File: src/rtl/fifo_uart_tx.sv
// fifo_uart_tx: drains a FIFO read port one byte at a time and sends each
// byte as a UART frame.
// Frame format: start bit, 8 data bits sent LSB first, optional even parity,
// then STOP_BITS stop bits. Every bit lasts CLKS_PER_BIT clocks.
// Optional feature: define UART_TX_PARITY_EN to insert an even-parity bit
// after D7.
module fifo_uart_tx #(
    parameter int CLKS_PER_BIT = 16,
    parameter int STOP_BITS    = 1
) (
    input  logic       clk,
    input  logic       rst,
    input  logic       ivalid,
    input  logic [7:0] din,
    output logic       iready,
    output logic       txd,
    output logic       busy
);

    localparam int             BW        = (CLKS_PER_BIT > 1) ? $clog2(CLKS_PER_BIT) : 1;
    localparam logic [BW-1:0]  BAUD_LAST = BW'(CLKS_PER_BIT - 1);
    localparam logic           STOP_LAST = 1'(STOP_BITS - 1);

`ifdef UART_TX_PARITY_EN
    typedef enum logic [2:0] {IDLE, START, DATA, PARITY, STOP} state_t;
`else
    typedef enum logic [1:0] {IDLE, START, DATA, STOP} state_t;
`endif

    state_t          state_reg, state_next;
    logic [BW-1:0]   baud_reg, baud_next;
    logic [2:0]      idx_reg, idx_next;
    logic            stop_reg, stop_next;
    logic [7:0]      data_reg, data_next;
    logic            txd_reg, txd_next;
    logic            iready_reg, iready_next;
    logic            busy_reg, busy_next;
    logic            bit_end;

`ifdef UART_TX_PARITY_EN
    logic            parity_reg, parity_next;
    logic [8:0]      par_chain;

    // Even parity of the incoming byte, built as an XOR chain over din.
    assign par_chain[0] = 1'b0;
    generate
        for (genvar gi = 0; gi < 8; gi++) begin : g_par
            assign par_chain[gi+1] = par_chain[gi] ^ din[gi];
        end
    endgenerate
`endif

    assign bit_end = (baud_reg == BAUD_LAST);

    // State and datapath registers; reset abandons any frame in flight.
    always_ff @(posedge clk or negedge rst) begin
        if (!rst) begin
            state_reg  <= IDLE;
            baud_reg   <= '0;
            idx_reg    <= '0;
            stop_reg   <= 1'b0;
            data_reg   <= '0;
            txd_reg    <= 1'b1;
            iready_reg <= 1'b0;
            busy_reg   <= 1'b0;
`ifdef UART_TX_PARITY_EN
            parity_reg <= 1'b0;
`endif
        end else begin
            state_reg  <= state_next;
            baud_reg   <= baud_next;
            idx_reg    <= idx_next;
            stop_reg   <= stop_next;
            data_reg   <= data_next;
            txd_reg    <= txd_next;
            iready_reg <= iready_next;
            busy_reg   <= busy_next;
`ifdef UART_TX_PARITY_EN
            parity_reg <= parity_next;
`endif
        end
    end

    // Next-state logic: the line value for each bit is registered on the
    // edge that starts that bit, so txd changes exactly at bit boundaries.
    always_comb begin
        state_next  = state_reg;
        baud_next   = bit_end ? '0 : baud_reg + BW'(1);
        idx_next    = idx_reg;
        stop_next   = stop_reg;
        data_next   = data_reg;
        txd_next    = txd_reg;
        iready_next = iready_reg;
        busy_next   = busy_reg;
`ifdef UART_TX_PARITY_EN
        parity_next = parity_reg;
`endif
        case (state_reg)
            IDLE: begin
                baud_next   = '0;
                txd_next    = 1'b1;
                iready_next = 1'b1;
                busy_next   = 1'b0;
                if (ivalid && iready_reg) begin
                    state_next  = START;
                    data_next   = din;
                    txd_next    = 1'b0;
                    iready_next = 1'b0;
                    busy_next   = 1'b1;
                    idx_next    = '0;
                    stop_next   = 1'b0;
`ifdef UART_TX_PARITY_EN
                    parity_next = par_chain[8];
`endif
                end
            end
            START: begin
                if (bit_end) begin
                    state_next = DATA;
                    txd_next   = data_reg[0];
                    data_next  = data_reg >> 1;
                end
            end
            DATA: begin
                if (bit_end) begin
                    if (idx_reg == 3'd7) begin
`ifdef UART_TX_PARITY_EN
                        state_next = PARITY;
                        txd_next   = parity_reg;
`else
                        state_next = STOP;
                        txd_next   = 1'b1;
`endif
                        stop_next  = 1'b0;
                    end else begin
                        idx_next  = idx_reg + 3'd1;
                        txd_next  = data_reg[0];
                        data_next = data_reg >> 1;
                    end
                end
            end
`ifdef UART_TX_PARITY_EN
            PARITY: begin
                if (bit_end) begin
                    state_next = STOP;
                    txd_next   = 1'b1;
                end
            end
`endif
            STOP: begin
                if (bit_end) begin
                    if (stop_reg == STOP_LAST) begin
                        state_next  = IDLE;
                        iready_next = 1'b1;
                        busy_next   = 1'b0;
                        txd_next    = 1'b1;
                    end else begin
                        stop_next = stop_reg + 1'b1;
                    end
                end
            end
            default: begin
                state_next = IDLE;
            end
        endcase
    end

    assign iready = iready_reg;
    assign txd    = txd_reg;
    assign busy   = busy_reg;

endmodule

File: config.mk
export PLATFORM = sky130hd
export DESIGN_NAME = fifo_uart_tx
export DESIGN_NICKNAME = d
export VERILOG_FILES = /design/src/rtl/fifo_uart_tx.sv
export SDC_FILE = /design/constraint.sdc
export NUM_CORES = 1
export LEC_CHECK = 0
export CAP_MARGIN = 10
export CELL_PAD_IN_SITES_DETAIL_PLACEMENT = 1
export CELL_PAD_IN_SITES_GLOBAL_PLACEMENT = 1
export CORE_MARGIN = 3
export CORE_UTILIZATION = 39
export CTS_CLUSTER_DIAMETER = 150
export DETAILED_ROUTE_END_ITERATION = 10
export GPL_TIMING_DRIVEN = 0
export PLACE_DENSITY = 0.73
export RECOVER_POWER = 25
export SLEW_MARGIN = 20
export SYNTH_ARGS = -nofsm -noshare
export SYNTH_HDL_FRONTEND = slang
export SYNTH_SLANG_ARGS = --single-unit
File: constraint.sdc
create_clock -name clk -period 2 [get_ports clk]
set_input_delay 0.2 -clock clk [delete_from_list [all_inputs] [get_ports clk]]
set_output_delay 0.2 -clock clk [all_outputs]
set_load 0.03 [all_outputs]
==> results.md <==
- Status: completed
- Total Routed Length: 2.62 mm
- Total power: 2590 uW
- DP HPWL: 1.77 mm
- Max incr delay on CP: 0.49 ns
- Cell Area, Placed: 0.00130 mm^2
- Clock Pin Slew Worst Setup and Hold Paths: 0.13 ns
- Worst slew pin tran: 0.948 ns
- Pins Over Slew Limit: 0
- Post-synth cell types: 31
- Number of CTS-inserted buffers: 3
- Max clock buf depth: 2
- Total number of H-tree levels: 1
- Worst Skew: 0.0140 ns
- TritonCTS clock tree: yes
- Slew HR: 36.6%
- Final hold viol count: 0
- Vias: 893
- First-pass GRT wire length: 4.40 mm
- WL per Instance: 17.3 um
- Initial antenna violation count: 0
- Die ar.: 0.00358 mm^2
- Clk Latency, worst-skew pair: 0.31 ns
- Crit Path Max Fanout: 8
- IO Port Bufs: 13
- Crit share post-route: 98.1%
- I/O Pins: 14
- Final Setup Violations: 0
- Detail Route Antenna Nets: 0
- RSZ-0062 raised after global routing: yes
- Worst setup path category: register to register
- Mapped Cells: 99
- Chip Height: 59.8 um
- Nets: 142
- Pre-CTS setup slack: -0.211 ns
- Slowest stage cell, crit path: dfrtp_2
- First-pass DRT Iterations: 4
- Req. time, crit path: 2.22 ns
- Max reg flops: 8
- Final GP Congestion: 0.761
- # DRC: 0
- Rows: 18
- Warnings, synthesis: 0
- Via-to-Cell Ratio: 5.88
- Ant diodes: 0
- Worst VDD drop: 0.000898 V
- Fmax: 0.510 GHz
- Vias in the first global route: 942
- Pin count of the biggest net entering global routing: 21
- Fin worst setup slack: 0.0378 ns
- Leakage: 0.000604 uW
- 1st-iter DRT viols: 29
- HP Class: input port to async pin
- CP cell instances: ha_4 > or3b_4 > a221oi_4 > buf_12 > mux2_2
- Starting Density: 43.2%
- Total global routing overflow: 0
- Cts hold-fix bufs: 0
- Area grow syn2layout: 30.7%
- CP endpoint kind: register
- Core Box Area: 0.00261 mm^2
- Critical Path AT: 2.18 ns
- Avg Inst Size Synth: 11.4 um^2
- Sequential fraction of the synthesis area: 44.5%
- Final Instance Area: 0.00148 mm^2
- Share of layout cells above drive strength 1: 32.0%
- Syn Nets: 118
- Clock root cell: clkbuf_4
- Final Critical Period: 1.96 ns
- Mapped cell area: 0.00113 mm^2
- Synth top area cells: dfrtp_1, mux2_2, ha_1
- Max Cap Viol: 0
- DIE WIDTH: 59.8 um
- GRT Total Usage: 16.7%
- Largest area contributor in the netlist: dfrtp_1
- Post-synth top area share: 42.1%
- Clock tree sinks: 20
- Crit start category: register
- Flops & latches, synth: 20
- PD cells: 1760 mW/mm^2
-- report_power, final --
part           switching, uW  total, uW  internal [uW]  leakage, uW
registers                173        787            614     0.000245
clock network            135        338            203    0.0000279
logic                    681       1460            783     0.000331
-- critical path, delay by kind of cell (launching register included) --
kind,cells,cell delay (ns)
buf+inv,1,0.17
flops,1,0.49
fa+ha+maj,1,0.20
compound gates,1,0.27
mux,1,0.33
simple gates,1,0.40
-- cells in the final DEF, fill, tap and decap left out, types with 4 or more instances in the layout --
cell type and n:
dfrtp_1 18, mux2_2 13, clkdlybuf4s50_1 12, nand3_1 7, buf_4 5, nor3_1 4, o21ai_0 4, ha_1 4
-- through the flow --
step / setup TNS (ns) / cells / hold WS, ns / util (%)
2_1_floorplan: 0 / 99 / -0.0956 / -
3_3_place_gp: -1.15 / 142 / 0.484 / 49.6
3_5_place_dp: -1.66 / 142 / 0.497 / 49.6
4_1_cts: 0 / 150 / 0.430 / 55.2
5_1_grt: -0.0117 / 152 / 0.517 / 56.5
6_report: 0 / 152 / 0.462 / 56.5
-- layout make-up --
class	instances	area, um^2
tap	30	37.5
sequential	20	503
buffer	4	16.3
multi-input combinational	71	661
clock inverter	1	30.0
timing repair buffer	19	188
fill	289	1140
inverter	4	17.5
clock buffer	3	22.5
-- path summary, 6_finish.rpt --
check,end,from,slack [ns],cells past startpoint
min in group clk,data_reg[1],data_reg[1],0.52,1
hold / removal,idx_reg[2],rst,0.46,1
setup reg to reg,data_reg[6],state_reg[0],0.04,5
hold reg to reg,data_reg[1],data_reg[1],0.52,1
max in group asynchronous,state_reg[0],rst,0.91,1
setup / recovery,data_reg[6],state_reg[0],0.04,5
-- cell families after synthesis --
group | Yosys count | synth area share, %
and+or+nand+nor | 25 | 12.5
AOI/OAI and AO/OA | 21 | 14.7
DFF | 20 | 44.5
muxes | 16 | 16.0
buffers and inverters | 8 | 2.66
adders and majority gates | 8 | 8.87
xor gates and xnor gates | 1 | 0.776
-- repair_timing --
action / in CTS / in global routing
setup buffers: 4 / 2
setup endpoints to repair: 9 / 12
resized for setup: 11 / 7
pin swaps: 1 / 2
-- layer usage --
| layer | GRT usage (%) | wire length [um] | share of wire, % |
|---|---|---|---|
| met5 | 0 | 0 | 0 |
| met4 | 6.33 | 34 | 1.3 |
| met3 | 2.59 | 72 | 2.7 |
| met2 | 32.6 | 1460 | 56 |
| met1 | 17.6 | 1060 | 40 |
-- synthesized netlist by cell type --
cell type and n:
a31o_2 1, o211ai_1 3, ha_1 8, o31ai_1 3
nand4b_1 1, xnor2_1 1, o31a_1 1, nand3_1 7
nor2b_1 2, a21oi_1 3, nand2b_1 1, or3b_1 1
nand3b_1 1, a211oi_1 1, o2111ai_1 1, inv_1 4
clkbuf_1 3, a221oi_1 1, nor3_1 4, and2_1 1
mux2_2 16, a21boi_1 1, or3_1 3, and3_1 1
buf_1 1, a221oi_4 1, nor2_1 3, dfstp_2 1
o21ai_0 4, dfrtp_1 19, o32a_1 1
Power figures use the tool's default switching activity.
